`src/rtl/ser_word_pkg.sv`:
```
// rtl/ser_word_pkg.sv - shared state enum, default width and counter sizing for ser_word_tx (SER_WORD_TX_PARITY_EN adds the parity state)
package ser_word_pkg;

   localparam int DEFAULT_WIDTH = 16;

`ifdef SER_WORD_TX_PARITY_EN
   typedef enum logic [1:0] {
      ST_IDLE   = 2'd0,
      ST_SHIFT  = 2'd1,
      ST_PARITY = 2'd2
   } tx_state_e;
`else
   typedef enum logic [1:0] {
      ST_IDLE  = 2'd0,
      ST_SHIFT = 2'd1
   } tx_state_e;
`endif

   // Bit counter width; a one-bit word still needs a one-bit counter.
   function automatic int ctr_width(input int w);
      return (w > 1) ? $clog2(w) : 1;
   endfunction

endpackage

```
`src/rtl/bit_ctr.sv`:
```
// rtl/bit_ctr.sv - enabled up-counter with synchronous clear, saturating at MAX with terminal-count flag
module bit_ctr #(
   parameter int MAX = 15,
   parameter int CW  = 4
) (
   input  logic clk,
   input  logic rst_n,
   input  logic clr_i,
   input  logic en_i,
   output logic tc_o
);

   localparam logic [CW-1:0] MAX_V = CW'(MAX);

   logic [CW-1:0] cnt_q;
   logic [CW-1:0] cnt_d;

   assign tc_o = (cnt_q == MAX_V);

   // Clear wins over count; the count never runs past MAX so it cannot wrap.
   always_comb begin
      cnt_d = cnt_q;
      if (clr_i) begin
         cnt_d = '0;
      end else if (en_i && !tc_o) begin
         cnt_d = cnt_q + 1'b1;
      end
   end

   // Counter register.
   always_ff @(posedge clk or negedge rst_n) begin
      if (!rst_n) begin
         cnt_q <= '0;
      end else begin
         cnt_q <= cnt_d;
      end
   end

endmodule

```
`src/rtl/ser_word_tx.sv`:
```
// rtl/ser_word_tx.sv - parallel-to-serial word transmitter with stall enable; SER_WORD_TX_PARITY_EN appends an even-parity bit
module ser_word_tx
   import ser_word_pkg::*;
#(
   parameter int WIDTH     = DEFAULT_WIDTH,
   parameter int MSB_FIRST = 1
) (
   input  logic             clk,
   input  logic             rst_n,
   input  logic [WIDTH-1:0] in_data,
   input  logic             in_valid,
   output logic             in_ready,
   input  logic             en,
   output logic             sout,
   output logic             sout_valid,
   output logic             sout_last
);

   tx_state_e        state_q;
   tx_state_e        state_d;
   logic [WIDTH-1:0] shreg_q;
   logic [WIDTH-1:0] shreg_d;
   logic             head;
   logic             ctr_clr;
   logic             ctr_en;
   logic             ctr_tc;

   bit_ctr #(
      .MAX (WIDTH - 1),
      .CW  (ctr_width(WIDTH))
   ) u_bit_ctr (
      .clk   (clk),
      .rst_n (rst_n),
      .clr_i (ctr_clr),
      .en_i  (ctr_en),
      .tc_o  (ctr_tc)
   );

   // Ready only while idle, and held low for as long as reset is asserted.
   assign in_ready = rst_n && (state_q == ST_IDLE);

   assign head = (MSB_FIRST != 0) ? shreg_q[WIDTH-1] : shreg_q[0];

`ifdef SER_WORD_TX_PARITY_EN
   logic parity_q;

   // Even parity of the word is captured at load, before shifting destroys it.
   always_ff @(posedge clk or negedge rst_n) begin
      if (!rst_n) begin
         parity_q <= 1'b0;
      end else if ((state_q == ST_IDLE) && in_valid) begin
         parity_q <= ^in_data;
      end
   end
`endif

   // Next-state, shifter and serial outputs; nothing advances while en is low.
   always_comb begin
      state_d    = state_q;
      shreg_d    = shreg_q;
      ctr_clr    = 1'b0;
      ctr_en     = 1'b0;
      sout       = 1'b0;
      sout_valid = 1'b0;
      sout_last  = 1'b0;
      case (state_q)
         ST_IDLE: begin
            if (in_valid) begin
               shreg_d = in_data;
               ctr_clr = 1'b1;
               state_d = ST_SHIFT;
            end
         end
         ST_SHIFT: begin
            sout       = head;
            sout_valid = en;
`ifndef SER_WORD_TX_PARITY_EN
            sout_last  = en && ctr_tc;
`endif
            if (en) begin
               shreg_d = (MSB_FIRST != 0) ? (shreg_q << 1) : (shreg_q >> 1);
               ctr_en  = 1'b1;
               if (ctr_tc) begin
`ifdef SER_WORD_TX_PARITY_EN
                  state_d = ST_PARITY;
`else
                  state_d = ST_IDLE;
`endif
               end
            end
         end
`ifdef SER_WORD_TX_PARITY_EN
         ST_PARITY: begin
            sout       = parity_q;
            sout_valid = en;
            sout_last  = en;
            if (en) begin
               state_d = ST_IDLE;
            end
         end
`endif
         default: begin
            state_d = ST_IDLE;
         end
      endcase
   end

   // State and shift register; reset discards any frame in flight.
   always_ff @(posedge clk or negedge rst_n) begin
      if (!rst_n) begin
         state_q <= ST_IDLE;
         shreg_q <= '0;
      end else begin
         state_q <= state_d;
         shreg_q <= shreg_d;
      end
   end

endmodule

```
`config.mk`:
```
export PLATFORM = sky130hd
export DESIGN_NAME = ser_word_tx
export DESIGN_NICKNAME = d
export VERILOG_FILES = /design/src/rtl/ser_word_pkg.sv /design/src/rtl/bit_ctr.sv /design/src/rtl/ser_word_tx.sv
export SDC_FILE = /design/constraint.sdc
export NUM_CORES = 1
export LEC_CHECK = 0
export ABC_AREA = 1
export CAP_MARGIN = 5
export CORE_MARGIN = 5
export CORE_UTILIZATION = 44
export CTS_CLUSTER_DIAMETER = 120
export CTS_CLUSTER_SIZE = 40
export DETAILED_ROUTE_END_ITERATION = 16
export HOLD_SLACK_MARGIN = 0.12
export PLACE_DENSITY = 0.8
export SLEW_MARGIN = 20
export SYNTH_ARGS = -nofsm -noshare
export SYNTH_HDL_FRONTEND = slang
export SYNTH_SLANG_ARGS = --single-unit
export TNS_END_PERCENT = 100
```
`constraint.sdc`:
```
create_clock -name clk -period 1.06 [get_ports clk]
set_input_delay 0.212 -clock clk [delete_from_list [all_inputs] [get_ports clk]]
set_output_delay 0.212 -clock clk [all_outputs]
set_load 0.01 [all_outputs]
```
==> results.json, run 1 <==
{
  "status": "complete, but fails checks",
  "violations": "negative setup slack",
  "power_per_cell_area_nw_per_um2": 1933,
  "dr_total_vias": 1073,
  "ctsRootBufferMaster": "sky130_fd_sc_hd__clkbuf_4",
  "pin_count": 24,
  "multi_input_area_um2": 634.4,
  "power.clock.fraction_pct": 11.1,
  "total_switching_power_mw": 1.349,
  "unrepaired_setup_endpoints_after_global_routing": "yes",
  "grt_pass1_vias": 1135,
  "syn_nets": 162,
  "worstPathBufferInverterCount": 1,
  "worst-path-max-fanout": 2,
  "all_layer_global_routing_usage_pct": 18.67,
  "critical_path_arrival_ns": 1.22,
  "hold_viol_final": 0,
  "sw_frac_of_total_pct": 37.88,
  "timing_max_transition_violations_final": 0,
  "holdBufCountCts": 0,
  "worstReg2RegStart": "state_q[0]",
  "timing.reg2reg.setup_slack_ns": -0.31,
  "critPathSlowestCell": "sky130_fd_sc_hd__dfrtp_1",
  "report.power.total_mw": 3.562,
  "timing_worst_slew_pin_value_ns": 0.2748,
  "syn_avg_cell_area_um2": 7.924,
  "initial_core_util_pct": 45.51,
  "combinationalPowerShare_pct": 53.1,
  "ys.warnings.count": 0,
  "clk_latency_ns": 0.31,
  "critPathRequiredTime_ns": 0.85,
  "static-leakage-power_nw": 0.9022,
  "clk_slew_on_worst_s_h_paths_ns": 0.12,
  "synthTopCellsByArea": "sky130_fd_sc_hd__dfrtp_1 (47%), sky130_fd_sc_hd__nand2_1 (9.4%), sky130_fd_sc_hd__nor2_1 (6.7%)",
  "drc_errors": 0,
  "final_min_period_over_clock_period_pct": 134.7,
  "grt_start_max_net_pins": 22,
  "grt_antenna_before_repair": 0,
  "cts_tree": "built",
  "share_seq_of_total_power_pct": 35.8,
  "grt_pass1_wl_um": 4850,
  "r2r.worst_path.cells": 8,
  "worstPathCellList": "ha_2, nand3_2, nor2_2, buf_2",
  "final_core_util_pct": 75.08,
  "htreeDepth": 1,
  "hp-class": "input port to async pin",
  "finalNonFillerCells": 218,
  "placement.setup.worst_slack_ns": -0.6475,
  "final.setup.worst_slack_ns": -0.3678,
  "synth_cell_types": 21,
  "setup.worst_path.class": "flip-flop to output pin",
  "finClkSkew_ns": 0.005344,
  "fill_cells": 167,
  "layout_min_cycle_time_ns": 1.428,
  "cts_buffers": 3,
  "place_congestion": 0.7864,
  "ys_seq_area_share_pct": 47.03,
  "clk_path_buf_depth": 2,
  "die_area_um2": 3647,
  "detail-route-antenna-nets": 0,
  "post_route_cells_drive_above_1_share_pct": 43.62,
  "synth_top_area_share_pct": 47.03,
  "highest_achievable_clock_rate_mhz": 700.4,
  "crit_path_end_kind": "output pin",
  "synth_area_um2": 1117,
  "most-common-layout-cells": "sky130_fd_sc_hd__dfrtp_1 (21), sky130_fd_sc_hd__clkdlybuf4s50_1 (19), sky130_fd_sc_hd__inv_1 (18), sky130_fd_sc_hd__nand2_1 (17), sky130_fd_sc_hd__buf_4 (17)",
  "post_drt_wl_per_cell_um": 14.03,
  "totalWireLength_um": 3058,
  "critical_path.top_delay_family": "flip-flops",
  "drt_first_pass_iters": 4,
  "setup-tns-final_ns": -5.976,
  "synth_seq_cells": 21,
  "global_route.overflow_total": 0,
  "regArea_um2": 525.5,
  "max-slew-margin-rel_pct": 81.68,
  "worst_setup_path_start_kind": "flip-flop",
  "antenna_cells": 0,
  "placementRows": 18,
  "vdd_drop_max_mv": 1.607,
  "timing.max_cap.violations": 0,
  "dp_hpwl_um": 1754,
  "layout_stage_area_growth_over_the_synthesis_result_pct": 64.95,
  "design.core.area_um2": 2455,
  "dp.cells": 203,
  "postSynthCellCount": 141,
  "detailedRoute.firstIterationViolations": 46,
  "worst_r2r_endpoint": "shreg_q[15]",
  "die-width_um": 60.39,
  "synthDominantAreaCellType": "sky130_fd_sc_hd__dfrtp_1",
  "final_common_cell": "sky130_fd_sc_hd__dfrtp_1",
  "die_y_um": 60.39,
  "report.final.setup_viol": 24,
  "port-buffer-count": 23,
  "cts.sinks": 21,
  "power.internal_mw": 2.213,
  "route.detailed.vias_per_inst": 4.922,
  "finish.net_count": 210,
  "critPathMaxStageDelay_ns": 0.38
}
[power groups by stage]
stage                     sequential [mW]  combinational [mW]  clock [mW]
after floorplan                      1.24               0.809           0
after global placement               1.24                1.21           0
after detailed placement             1.25                1.28           0
after CTS                            1.24                1.59       0.404
after global routing                 1.31                2.05       0.452
final                                1.27                1.89       0.395
[per-stage QoR]
step | hold slack, ns | cell area, um2
final | 0.2858 | 1843
after global routing | 0.2822 | 1843
after CTS | 0.2873 | 1752
after detailed placement | 0.5031 | 1486
after global placement | 0.4993 | 1486
after floorplan | -0.08359 | 1124
[synth_stat cells, drive strengths merged]
master  number
a21oi       14
buf          7
dfrtp       21
ha           1
inv         22
nand2       30
nand3        4
nand4        2
nor2        22
o21a         1
o21ai       16
xor2         1
[flip-flops by register name (all words and copies together) (netlist names)]
register	count
state_q	1
u_bit_ctr.cnt_q	4
shreg_q	16
[metal layers]
layer	up-vias	global-route usage, %	wire [um]	share of wire [%]
met5	-	0	0	0
li1	532	-	-	-
met4	0	14.24	114	3.7
met2	20	33.18	1569	51
met1	513	19.73	1262	41
met3	8	2.766	113	3.7
[area by class of cell]
| type | instances | area share [%] |
|---|---|---|
| inverters | 22 | 4.616 |
| repair buffers | 50 | 28.99 |
| multi-input cells | 91 | 34.42 |
| clock buffers | 4 | 1.426 |
| flip-flops and latches | 21 | 28.51 |
| well taps | 30 | 2.037 |
[timing repair]
item	in CTS	in global routing
buffers inserted	10	4
endpoints found under the setup margin	24	25
endpoints found under the hold margin	0	0
pin swaps	9	10
resized for setup	42	38
cloned	2	1
[worst reg2reg max path: stages, from the launching register on]
cell and delay, ns:
sky130_fd_sc_hd__dfrtp_1 0.44, sky130_fd_sc_hd__buf_12 0.16, sky130_fd_sc_hd__buf_8 0.13, sky130_fd_sc_hd__nor2_8 0.11, sky130_fd_sc_hd__inv_4 0.06, sky130_fd_sc_hd__nand2_8 0.10
sky130_fd_sc_hd__buf_12 0.16, sky130_fd_sc_hd__nor2_4 0.04, sky130_fd_sc_hd__a21oi_2 0.10
[worst max-delay path by stage]
stage | depth (start not counted) | slack [ns] | startpoint | endpoint
after global placement | 4 | -0.61 | en | sout_last
after floorplan | 3 | -0.0007 | u_bit_ctr.cnt_q[0] | sout_last
final | 4 | -0.37 | u_bit_ctr.cnt_q[0] | sout_last
after detailed placement | 4 | -0.65 | en | sout_last
after CTS | 4 | -0.37 | u_bit_ctr.cnt_q[0] | sout_last
after global routing | 4 | -0.49 | u_bit_ctr.cnt_q[1] | sout_last
[kinds of logic after synthesis]
group / Yosys count / share of synthesized area (%)
buf+inv: 29 / 12.88
simple gates: 58 / 23.40
xor+xnor: 1 / 0.7840
fa+ha+maj: 1 / 1.120
flops: 21 / 47.03
compound gates: 31 / 14.78
Power figures use the tool's default switching activity.
==> inputs of run 2 (changes only) <==
HOLD_SLACK_MARGIN = 0.02   (was 0.12)
==> results of run 2 <==
No change in the layout: final DEF, timing and power equal those of run 1.
==> inputs of run 3 (changes only) <==
TNS_END_PERCENT = not set   (was 100)
==> results of run 3 <==
No change in the layout: final DEF, timing and power equal those of run 1.
